[config.mk]
export PLATFORM = sky130hd
export DESIGN_NAME = scroll_sequencer
export DESIGN_NICKNAME = d
export VERILOG_FILES = /design/src/rtl/scroll_sequencer.sv
export SDC_FILE = /design/constraint.sdc
export NUM_CORES = 1
export LEC_CHECK = 0
export BUFFER_PORTS_ARGS = -buffer_cell sky130_fd_sc_hd__buf_2
export CORE_ASPECT_RATIO = 1.1
export CORE_UTILIZATION = 50
export CTS_CLUSTER_SIZE = 16
export DETAILED_ROUTE_END_ITERATION = 10
export GPL_TIMING_DRIVEN = 0
export HOLD_SLACK_MARGIN = 0.12
export PLACE_DENSITY = 0.68
export SYNTH_ARGS = -nofsm -noshare
export SYNTH_HDL_FRONTEND = slang
export SYNTH_SLANG_ARGS = --single-unit
[constraint.sdc]
create_clock -name clk_i -period 2.9 [get_ports clk_i]
set_clock_uncertainty 0.05 [all_clocks]
set_input_delay 0.58 -clock clk_i [delete_from_list [all_inputs] [get_ports clk_i]]
set_output_delay 0.58 -clock clk_i [all_outputs]
set_load 0.01 [all_outputs]
[src/rtl/scroll_sequencer.sv]
`default_nettype none
// ============================================================================
// scroll_sequencer : clear / fill / pad / rotate sequencer for the 7-seg shift
//                    register, with its own step timebase.   Rev 1.0
// ============================================================================
module scroll_sequencer #(
  parameter int TICK_CYCLES = 50_000_000,
  parameter int DIGITS      = 8
) (
  input  logic       clk_i,
  input  logic       rst_ni,
  input  logic       start_i,
  input  logic       stop_i,
  input  logic       hold_i,
  input  logic       dir_i,
  input  logic [3:0] msg_len_i,
  output logic [3:0] char_index_o,
  output logic       load_o,
  output logic       blank_o,
  output logic       rotate_o,
  output logic       rot_dir_o,
  output logic       busy_o,
  output logic [2:0] current_state_o
);

  typedef enum logic [2:0] {
    S_IDLE   = 3'd0,
    S_CLEAR  = 3'd1,
    S_FILL   = 3'd2,
    S_PAD    = 3'd3,
    S_SCROLL = 3'd4
  } state_e;

  localparam int            TW        = (TICK_CYCLES > 1) ? $clog2(TICK_CYCLES) : 1;
  localparam logic [TW-1:0] TICK_LAST = TW'(TICK_CYCLES - 1);
  localparam logic [3:0]    DIG_LAST  = 4'(DIGITS - 1);
  localparam logic [3:0]    DIG_NUM   = 4'(DIGITS);

  state_e        state_q, state_d;
  logic [3:0]    cnt_q, cnt_d;
  logic [TW-1:0] tick_q, tick_d;
  logic [3:0]    len_q, len_d;
  logic          dir_q, dir_d;

  logic          tick;
  logic [TW-1:0] tick_adv;

  // A step fires only on an unheld cycle at the top of the count.
  assign tick     = (tick_q == TICK_LAST) && !hold_i;
  assign tick_adv = hold_i ? tick_q : ((tick_q == TICK_LAST) ? '0 : tick_q + TW'(1));

  always_ff @(posedge clk_i or negedge rst_ni) begin
    if (!rst_ni) begin
      state_q <= S_IDLE;
      cnt_q   <= '0;
      tick_q  <= '0;
      len_q   <= '0;
      dir_q   <= 1'b0;
    end else begin
      state_q <= state_d;
      cnt_q   <= cnt_d;
      tick_q  <= tick_d;
      len_q   <= len_d;
      dir_q   <= dir_d;
    end
  end

  always_comb begin
    state_d      = state_q;
    cnt_d        = cnt_q;
    tick_d       = tick_q;
    len_d        = len_q;
    dir_d        = dir_q;
    load_o       = 1'b0;
    blank_o      = 1'b0;
    rotate_o     = 1'b0;
    rot_dir_o    = 1'b0;
    char_index_o = '0;

    if (state_q != S_IDLE && stop_i) begin
      state_d = S_IDLE;
      cnt_d   = '0;
      tick_d  = '0;
    end else begin
      unique case (state_q)
        S_IDLE: begin
          if (start_i && msg_len_i != 4'd0) begin
            state_d = S_CLEAR;
            cnt_d   = '0;
            len_d   = (int'(msg_len_i) > DIGITS) ? DIG_NUM : msg_len_i;
            dir_d   = dir_i;
          end
        end
        S_CLEAR: begin
          load_o  = 1'b1;
          blank_o = 1'b1;
          if (cnt_q == DIG_LAST) begin
            state_d = S_FILL;
            cnt_d   = '0;
            tick_d  = '0;
          end else begin
            cnt_d = cnt_q + 4'd1;
          end
        end
        S_FILL: begin
          char_index_o = cnt_q;
          tick_d       = tick_adv;
          if (tick) begin
            load_o = 1'b1;
            // The count carries on past L-1 so PAD can stop at DIGITS-1.
            cnt_d  = cnt_q + 4'd1;
            if (cnt_q == len_q - 4'd1) begin
              state_d = (len_q < DIG_NUM) ? S_PAD : S_SCROLL;
            end
          end
        end
        S_PAD: begin
          tick_d = tick_adv;
          if (tick) begin
            load_o  = 1'b1;
            blank_o = 1'b1;
            cnt_d   = cnt_q + 4'd1;
            if (cnt_q == DIG_LAST) begin
              state_d = S_SCROLL;
            end
          end
        end
        S_SCROLL: begin
          tick_d = tick_adv;
          if (tick) begin
            rotate_o  = 1'b1;
            rot_dir_o = dir_q;
          end
        end
        default: begin
          state_d = S_IDLE;
          cnt_d   = '0;
          tick_d  = '0;
        end
      endcase
    end
  end

  assign busy_o          = (state_q != S_IDLE);
  assign current_state_o = state_q;

endmodule
`default_nettype wire

==> flow_metrics.py <==
metrics = {
    "timing": {
        "rsz0062_at_grt": "true",
        "whs_ps": 346,
        "fin_ws_ps": 64.7,
        "slew_viol_final": 0,
        "slew_headroom": 0.420,
        "min_period_ps": 2840,
        "setup_viol": 0,
        "tightest_slew_ps": 871,
        "max_freq_mhz": 353,
        "finalCritPeriodShare": 0.978,
        "finalHoldViolCount": 0,
    },
    "drt": {
        "wl_per_cell_um": 15.6,
        "drc": 0,
        "drt-initial-drc-count": 148,
        "vias": 2135,
        "wirelength_um": 5470,
        "detail-route-antenna-nets": 0,
        "dr.pass1.iters": 4,
        "viasPerCell": 6.08,
    },
    "clock_tree": {
        "root_buffer": "clkbuf_8",
        "cts.path.max_buffers": 2,
        "cts_sinks": 38,
        "cts_htree_levels": 2,
        "insertion_delay_ps": 290,
        "cts.clk_slew.worst_paths_ps": 80,
        "cts_tree": "built",
        "hold_buffers": 0,
        "cts_buffers": 5,
    },
    "place": {
        "placedInstanceArea_sq_um": 2500,
        "numPortBuffers": 21,
        "dpl_worst_slack_ps": 154,
        "gp_congestion": 0.859,
        "dp_hpwl_um": 3810,
    },
    "yosys": {
        "synth_area_per_cell_sq_um": 8.74,
        "ys_ff_latch": 38,
        "post-synth-top-count-cell": "o21ai_0",
        "synthArstFlopShare": 1.00,
        "synth_top_family_by_area": "compound AO/OA/AOI/OAI gates",
        "synth_cell_type_count": 49,
        "ys_seq_area_frac": 0.409,
        "synth_fp_nets": 279,
        "synth-simple-area-share": 0.239,
        "synth-compound-area-share": 0.249,
        "synthCells": 266,
        "synth_top_area_frac": 0.409,
        "yosysWarnings": 0,
        "synth-edff-count": 0,
        "synth_commonest_cells": "44 x o21ai_0, 38 x dfrtp_1, 21 x nor2_1, 17 x nand2_1, 12 x o31ai_1",
        "synth_top_cell_by_area": "dfrtp_1",
        "syn_area_sq_um": 2330,
        "synth_mux_area_frac": 0.0247,
        "synth_fa_ha_area_frac": 0.0161,
        "synthTopCellsByArea": "dfrtp_1 41%, o21ai_0 9.5%, o31ai_1 3.9%, nor2_1 3.4%, nand2_1 2.7%",
        "yosys_most_used_dff": "dfrtp_1",
        "synthXorXnorAreaFrac": 0.0226,
    },
    "finish": {
        "num-nets-final": 311,
        "multi_input_area_sq_um": 1320,
        "fin_area_sq_um": 2650,
        "diodes": 0,
        "nFillCells": 382,
        "seqCellArea_sq_um": 953,
        "syn_to_final_growth_pct": 13.8,
        "drive_gt1_frac": 0.182,
    },
    "hold_path": {
        "worst_hold_path_type": "in -> async",
    },
    "floorplan": {
        "dieArea_sq_um": 4930,
        "num_io_pins": 22,
        "coreArea_sq_um": 4380,
        "fp-row-count": 25,
        "start_util": 0.531,
        "die_h_um": 73.5,
        "die_x_um": 67.0,
    },
    "global_route": {
        "grt_max_degree": 39,
        "antenna_found_initial": 0,
        "grt_pass1_vias": 1959,
        "grt_pass1_wl_um": 8880,
        "grt_overflow": 0,
        "grt_usage": 0.243,
    },
    "pwr": {
        "peakVddDrop_mv": 0.361,
        "pwr-share-clk": 0.206,
        "p_seq_frac": 0.378,
        "swShare": 0.392,
        "p_leak_nw": 1.14,
        "p_per_area_nw_per_um2": 667,
        "p_int_mw": 1.07,
        "pwr-share-comb": 0.415,
        "p_sw_mw": 0.693,
    },
    "critical_path": {
        "crit_fanout": 5,
        "crit_arrival_ps": 2210,
        "cp-start-kind": "flip-flop",
        "worstPathRequired_ps": 2270,
        "cp-end-kind": "output pin",
        "crit_type": "reg -> out",
    },
    "flow_run": {
        "max-cap-violations": 0,
    },
    "status": {
        "status": "finished clean",
    },
}
==> path summary, 6_finish.rpt <==
path | startpoint | end | slack (ps) | cells after the start
worst max-delay path | tick_q[18]$_DFFE_PN0P_ | load_o | 60 | 7
worst min-delay path | rst_ni | cnt_q[0]$_DFFE_PN0P_ | 350 | 1
worst max register to register | tick_q[0]$_DFFE_PN0P_ | tick_q[22]$_DFFE_PN0P_ | 310 | 7
worst min register to register | tick_q[25]$_DFFE_PN0P_ | tick_q[25]$_DFFE_PN0P_ | 440 | 1
max in group asynchronous | rst_ni | tick_q[18]$_DFFE_PN0P_ | 1840 | 1
min in group clk_i | tick_q[25]$_DFFE_PN0P_ | tick_q[25]$_DFFE_PN0P_ | 440 | 1
==> power groups by stage <==
stage	clock [mW]	sequential [mW]	combinational (mW)
after floorplan	0	0.666	0.537
after global placement	0	0.677	0.714
after detailed placement	0	0.678	0.724
after CTS	0.372	0.668	0.729
after global routing	0.394	0.678	0.824
final	0.364	0.668	0.733
==> sequential cells by signal (all words and copies together), names as in the netlist <==
| signal | flops |
|---|---|
| cnt_q | 4 |
| current_state_o | 3 |
| dir_q | 1 |
| len_q | 4 |
| tick_q | 26 |
==> kinds of logic after synthesis <==
kind of cell	count (synthesis)
buf+inv	21
flops	38
fa+ha+maj	3
compound gates	93
xor+xnor	6
simple gates	100
mux	5
==> placed cells by master, fill, tap and decap left out, types with 3 or more instances in the layout <==
master | synthesis | final
a21oi_1 | 11 | 10
a31oi_1 | 10 | 10
and2_1 | 5 | 5
and3_1 | 4 | 4
buf_2 | 5 | 26
buf_4 | 0 | 4
clkbuf_1 | 7 | 7
clkbuf_8 | 0 | 6
dfrtp_1 | 38 | 36
ha_1 | 3 | 3
inv_1 | 8 | 8
nand2_1 | 17 | 17
nand3_1 | 9 | 9
nand3b_1 | 5 | 5
nand4_1 | 9 | 9
nor2_1 | 21 | 21
nor3_1 | 11 | 10
o21ai_0 | 44 | 44
o31ai_1 | 12 | 12
o41ai_1 | 3 | 3
xor2_1 | 4 | 4
==> layer usage <==
layer / vias up / part of all wire / global-route usage
li1: 1061 / - / -
met1: 1018 / 0.45 / 0.305
met2: 47 / 0.49 / 0.397
met3: 9 / 0.038 / 0.0512
met4: 0 / 0.021 / 0.109
met5: - / 0 / 0
==> cell type report <==
class,count,share of cell area
multi-input cells,207,0.497
flip-flops and latches,38,0.360
repair buffers,25,0.0511
clock buffers,6,0.0312
well taps,54,0.0255
plain buffers,13,0.0236
inverters,8,0.0113
==> what timing repair did <==
action / CTS / global route
resized for setup: 3 / 5
setup endpoints to repair: 3 / 8
hold endpoints to repair: 0 / 0
pin swaps: 1 / 5
buffers inserted: 0 / 4
==> critical path, stage by stage, from the launching register on <==
cell and delay, ps:
dfrtp_2 440, or4b_4 540, nor4_4 340, nand3_4 160, nor2_1 120, a21oi_1 50
nor2_1 120, buf_2 150
==> through the flow <==
step,setup TNS [ps],total power [mW],cells,util
after global routing,-10.1,1.90,351,0.604
after CTS,-72.1,1.77,347,0.594
final,0,1.77,351,0.604
after detailed placement,0,1.40,341,0.571
after floorplan,0,1.20,266,-
after global placement,0,1.39,341,0.571
No activity file was read; power rests on OpenSTA's default activity.
